--- config.mk ---
export PLATFORM = sky130hd
export DESIGN_NAME = pattern_seq_detector
export DESIGN_NICKNAME = d
export VERILOG_FILES = /design/src/rtl/pattern_seq_detector_pkg.sv /design/src/rtl/pattern_seq_shiftcmp.sv /design/src/rtl/pattern_seq_detector.sv
export SDC_FILE = /design/constraint.sdc
export NUM_CORES = 1
export LEC_CHECK = 0
export CELL_PAD_IN_SITES_DETAIL_PLACEMENT = 0
export CELL_PAD_IN_SITES_GLOBAL_PLACEMENT = 1
export CORE_AREA = 10 10 78 80
export CTS_CLUSTER_SIZE = 12
export DETAILED_ROUTE_END_ITERATION = 10
export DIE_AREA = 0 0 88 90
export HOLD_SLACK_MARGIN = 0.03
export PLACE_DENSITY = 0.82
export REMOVE_ABC_BUFFERS = 1
export SYNTH_ARGS = -nofsm -noshare
export SYNTH_HDL_FRONTEND = slang
export SYNTH_HIERARCHICAL = 1
export SYNTH_SLANG_ARGS = --single-unit
--- constraint.sdc ---
create_clock -name clk -period 3.3 [get_ports clk]
set_input_delay 0.825 -clock clk [delete_from_list [all_inputs] [get_ports clk]]
set_output_delay 0.825 -clock clk [all_outputs]
set_load 0.01 [all_outputs]
--- src/rtl/pattern_seq_detector_pkg.sv ---
// Shared types and defaults for the programmable serial pattern detector.
package pattern_seq_detector_pkg;

    typedef enum logic [1:0] {
        S_IDLE   = 2'd0,
        S_FILL   = 2'd1,
        S_DETECT = 2'd2
    } state_t;

    localparam int DEF_PAT_MAX = 8;
    localparam int DEF_LEN_W   = 4;
    localparam int DEF_CNT_W   = 8;
    localparam logic [DEF_CNT_W-1:0] DEF_CNT_MAX = '1;

endpackage

--- src/rtl/pattern_seq_shiftcmp.sv ---
// History shift register plus masked compare against the programmed pattern.
// match_next reflects the history as it will be after shifting in in_bit.
module pattern_seq_shiftcmp
    import pattern_seq_detector_pkg::*;
#(
    parameter int PAT_MAX = DEF_PAT_MAX,
    parameter int LEN_W   = DEF_LEN_W
) (
    input  logic               clk,
    input  logic               reset,
    input  logic               clr,
    input  logic               shift_en,
    input  logic               in_bit,
    input  logic [PAT_MAX-1:0] pattern,
    input  logic [LEN_W-1:0]   len,
    output logic               match_next
);

    logic [PAT_MAX-1:0] hist;
    logic [PAT_MAX-1:0] hist_next;
    logic [PAT_MAX-1:0] mask;

    generate
        if (PAT_MAX == 1) begin : g_one
            assign hist_next = in_bit;
        end else begin : g_wide
            assign hist_next = {hist[PAT_MAX-2:0], in_bit};
        end
    endgenerate

    // Only the low len bits take part in the compare.
    for (genvar i = 0; i < PAT_MAX; i++) begin : g_mask
        assign mask[i] = (LEN_W'(i) < len);
    end

    assign match_next = ~|((hist_next ^ pattern) & mask);

    always_ff @(posedge clk) begin
        if (reset || clr) begin
            hist <= '0;
        end else if (shift_en) begin
            hist <= hist_next;
        end
    end

endmodule

--- src/rtl/pattern_seq_detector.sv ---
// Runtime-programmable serial pattern detector: FSM, config latch, saturating
// match counter and registered one-cycle match pulse.
module pattern_seq_detector
    import pattern_seq_detector_pkg::*;
#(
    parameter int PAT_MAX = DEF_PAT_MAX,
    parameter int LEN_W   = DEF_LEN_W,
    parameter int CNT_W   = DEF_CNT_W
) (
    input  logic               clk,
    input  logic               reset,
    input  logic               cfg_load,
    input  logic [PAT_MAX-1:0] cfg_pattern,
    input  logic [LEN_W-1:0]   cfg_len,
    input  logic               cfg_overlap,
    input  logic               in_valid,
    input  logic               in_bit,
    output logic               seq_detected,
    output logic [CNT_W-1:0]   match_count,
    output logic               armed
);

    localparam logic [CNT_W-1:0] CNT_MAX = {CNT_W{1'b1}};

    state_t             state, state_n;
    logic [PAT_MAX-1:0] pat_q;
    logic [LEN_W-1:0]   len_q, len_sat;
    logic [LEN_W-1:0]   fill_q, fill_n, fill_inc;
    logic               ovl_q;
    logic               accept, fill_done, eval, match_next, hit, restart;

    assign len_sat   = (cfg_len > LEN_W'(PAT_MAX)) ? LEN_W'(PAT_MAX) : cfg_len;
    // A same-cycle cfg_load wins over the sample, which is dropped.
    assign accept    = in_valid && !cfg_load && (state != S_IDLE);
    assign fill_inc  = fill_q + LEN_W'(1);
    assign fill_done = (state == S_FILL) && (fill_inc == len_q);
    assign eval      = accept && ((state == S_DETECT) || fill_done);
    assign hit       = eval && match_next;
    assign restart   = hit && !ovl_q;
    assign armed     = (state == S_DETECT);

    pattern_seq_shiftcmp #(
        .PAT_MAX (PAT_MAX),
        .LEN_W   (LEN_W)
    ) u_shiftcmp (
        .clk        (clk),
        .reset      (reset),
        .clr        (cfg_load || restart),
        .shift_en   (accept),
        .in_bit     (in_bit),
        .pattern    (pat_q),
        .len        (len_q),
        .match_next (match_next)
    );

    always_comb begin
        state_n = state;
        fill_n  = fill_q;
        if (cfg_load) begin
            fill_n  = '0;
            state_n = (len_sat == '0) ? S_IDLE : S_FILL;
        end else if (accept) begin
            case (state)
                S_FILL: begin
                    if (fill_done) begin
                        // Non-overlapping hit restarts the fill so matched bits are not reused.
                        fill_n  = restart ? '0 : fill_inc;
                        state_n = restart ? S_FILL : S_DETECT;
                    end else begin
                        fill_n = fill_inc;
                    end
                end
                S_DETECT: begin
                    if (restart) begin
                        fill_n  = '0;
                        state_n = S_FILL;
                    end
                end
                default: ;
            endcase
        end
    end

    always_ff @(posedge clk) begin
        if (reset) begin
            state        <= S_IDLE;
            fill_q       <= '0;
            pat_q        <= '0;
            len_q        <= '0;
            ovl_q        <= 1'b0;
            match_count  <= '0;
            seq_detected <= 1'b0;
        end else begin
            state  <= state_n;
            fill_q <= fill_n;
            if (cfg_load) begin
                pat_q        <= cfg_pattern;
                len_q        <= len_sat;
                ovl_q        <= cfg_overlap;
                match_count  <= '0;
                seq_detected <= 1'b0;
            end else begin
                seq_detected <= hit;
                if (hit && (match_count != CNT_MAX)) begin
                    match_count <= match_count + CNT_W'(1);
                end
            end
        end
    end

endmodule

==> impl_metrics.yaml <==
status:
  outcome: "completed"
critical_path:
  rr_worst_depth: 7
  regToRegSetupSlack_ns: 0.67
  critPathRequiredTime_ns: 3.53
  path_buf_inv: 1
  crit_fanout: 11
  crit_chain: "clkdlybuf4s50_1 > xnor2_1 > o221a_1 > nand3b_1 > a31o_1 > or4_1 > a21oi_1"
  worstSetupPathType: "in2reg"
  cp-startpoint: "in_bit"
  worstReg2RegStart: "len_q[2]$_SDFFE_PP0P_"
  crit_cells: 7
  setup.worst_path.end: "match_count[4]$_SDFFE_PP0P_"
  reg2reg_to: "match_count[4]$_SDFFE_PP0P_"
  cp.arrival_ns: 2.87
  cp-start-kind: "input port"
  cp-end-kind: "flop"
  cp_slowest_cell: "clkdlybuf4s50_1"
  crit_path_max_incr_delay_ns: 0.50
  crit_family: "compound AO/OA/AOI/OAI gates"
die:
  die-area_sq_um: 7920
  ioPinCount: 28
  rows: 25
  core_area_sq_um: 4598
  dieWidth_um: 88
  initial_utilization_pct: 38.83
  fp.dieH_um: 90
place:
  place.gp.congestion: 0.7487
  dpl.cell_count: 273
  port_buffers: 27
  hpwl_um: 2853
clocking:
  cts_tree: "built"
  clk-insertion-delay-late_ns: 0.30
  cts-resized-gates: 0
  clock_sinks: 35
  cts-root-buf: "clkbuf_8"
  htreeDepth: 2
  cts_buffer_depth: 2
  cts_buffers: 5
  post_cts_buffers: 0
  cts_hold_buf: 0
  clk_pin_slew_worst_paths_ns: 0.08
min_path:
  hp-class: "reg2reg"
grt:
  grt_max_degree: 23
  grt_pass1_vias: 1488
  grt_overflow_total: 0
  grt_pass1_wl_um: 6906
  antenna_found_initial: 0
  grtUsageTotal_pct: 10.48
power_and_ir_drop:
  power_density_nw_per_um2: 393.4
  p_leak_nw: 0.7457
  vdd.ir_drop.worst_uv: 254.5
layout:
  drive_gt1_share_pct: 8.811
  syn2layout_area_growth_pct: 22.99
  nets: 246
  fillers: 466
  fin_cells: 281
  diodes: 0
timing:
  hold_ws_ns: 0.4864
  maxSlewViolCount: 0
  fin_setup_tns_ns: 0
  fin_crit_ns: 2.639
  timing_hold_violations_final: 0
  maxSlewHeadroom_pct: 64.37
  fmax_mhz: 379.0
  rsz0062_at_grt: "false"
  min_period_over_period_pct: 79.96
  skew_ns: 0.007452
  setup-violations-final: 0
  tightest_slew_ns: 0.5309
job:
  drv_cap: 0
route:
  drt-total-wl_um: 3899
  wl_met3_um: 178
  top_layer: "met4"
  drt-met1-wl_um: 1913
  vias: 1460
  dr.pass1.iters: 4
  wl_met2_um: 1761
  drtAntennaViolNets: 0
  drt-initial-drc-count: 86
  vias_per_cell: 5.196
  drc: 0
  wl_per_cell_um: 13.88
synth:
  ys_seq_area_share_pct: 39.24
  yosysWarnings: 6
  ys_top_cells_by_area: "dfxtp_1 (39%), mux2i_1 (10%), nor2_1 (4.6%), xnor2_1 (4.4%), a21oi_1 (3.6%)"
  ys_seq_elements: 35
  synth.top_cell.area_share_pct: 39.24
  synth-edff-count: 0
  synth_top_area_cell: "dfxtp_1"
  post-synth-top-count-cell: "dfxtp_1"
  synth_cell_type_count: 45
  netlist_top_cells_count: "dfxtp_1 (35), nor2_1 (22), mux2i_1 (18)"
  postSynthCellCount: 198
  syn_avg_cell_area_sq_um: 9.017
  mappedNetlistArea_sq_um: 1785
  synth_ff_type: "dfxtp_1"
  async_reset_ff_share_pct: 0
## where the power goes
part / switching [mW] / internal (mW) / leakage (nW)
Clock: 0.177 / 0.151 / 0.0408
Sequential: 0.0108 / 0.432 / 0.285
Combinational: 0.0419 / 0.0511 / 0.420
Total: 0.230 / 0.634 / 0.746
## flip-flops by register name, indices dropped and copies added, names as in the netlist
signal           flops
u_shiftcmp/hist      7
ovl_q                1
state                2
pat_q                8
seq_detected         1
match_count          8
len_q                4
fill_q               4
## metrics by stage
stage / utilization (%) / worst slack (ns) / total power [mW] / area, sq um
detailed placement: 45.74 / 0.3634 / 0.5471 / 2103
global placement: 45.74 / 0.4547 / 0.5458 / 2103
finish: 47.76 / 0.6614 / 0.8639 / 2196
global route: 47.76 / 0.4713 / 0.9077 / 2196
floorplan: - / 0.9983 / 0.5027 / 1743
CTS: 47.76 / 0.6705 / 0.8704 / 2196
## routing by layer
layer	up-vias	track usage [%]
met4	0	2.793
met3	6	4.242
met1	666	13.35
met2	20	15.78
li1	768	-
met5	-	0
## worst min-delay path by stage
stage,to,slack [ns],from,cells after the start
final,fill_q[1]$_SDFFE_PP0P_,0.49,fill_q[1]$_SDFFE_PP0P_,2
after global routing,fill_q[1]$_SDFFE_PP0P_,0.52,fill_q[1]$_SDFFE_PP0P_,2
after CTS,fill_q[1]$_SDFFE_PP0P_,0.48,fill_q[1]$_SDFFE_PP0P_,2
after detailed placement,fill_q[1]$_SDFFE_PP0P_,0.47,fill_q[1]$_SDFFE_PP0P_,2
after global placement,fill_q[1]$_SDFFE_PP0P_,0.47,fill_q[1]$_SDFFE_PP0P_,2
after floorplan,fill_q[1]$_SDFFE_PP0P_,0.45,fill_q[1]$_SDFFE_PP0P_,2
## placed cells by master, fill, tap and decap left out, types with 3 or more instances in the layout
| cell | instances |
|---|---|
| nor2_1 | 22 |
| o31ai_1 | 3 |
| or4_1 | 3 |
| nand2b_1 | 6 |
| dfxtp_1 | 35 |
| buf_4 | 3 |
| clkdlybuf4s50_1 | 27 |
| a21oi_1 | 13 |
| nand3b_1 | 4 |
| clkbuf_8 | 5 |
| a31oi_1 | 4 |
| nor3b_1 | 4 |
| nand3_1 | 7 |
| nand2_1 | 12 |
| o21ai_0 | 7 |
| mux2i_1 | 18 |
| nor2b_1 | 5 |
| xnor2_1 | 9 |
| nor3_1 | 3 |
## kinds of logic after synthesis
group | after synthesis | share of synthesized area (%)
muxes | 18 | 10.09
adders and majority gates | 2 | 1.401
buffers and inverters | 11 | 2.803
and+or+nand+nor | 81 | 25.51
xor gates and xnor gates | 13 | 7.569
DFF | 35 | 39.24
AOI/OAI and AO/OA | 38 | 13.38
## area by class of cell
| class | instances | area [sq um] | share of cell area, % |
|---|---|---|---|
| clock buffer | 5 | 68.82 | 3.134 |
| timing repair buffer | 30 | 292.8 | 13.33 |
| sequential | 35 | 700.7 | 31.91 |
| inverter | 2 | 7.507 | 0.3419 |
| clock inverter | 3 | 23.77 | 1.083 |
| tap | 54 | 67.56 | 3.077 |
| multi-input combinational | 152 | 1035 | 47.12 |
## worst reg2reg max path, stage by stage (launching register included)
cell,delay (ns)
dfxtp_1,0.50
or3b_1,0.40
a211oi_2,0.24
o221a_1,0.27
nand3b_1,0.16
a31o_1,0.34
or4_1,0.51
a21oi_1,0.17
(Power assumes the default switching activity.)
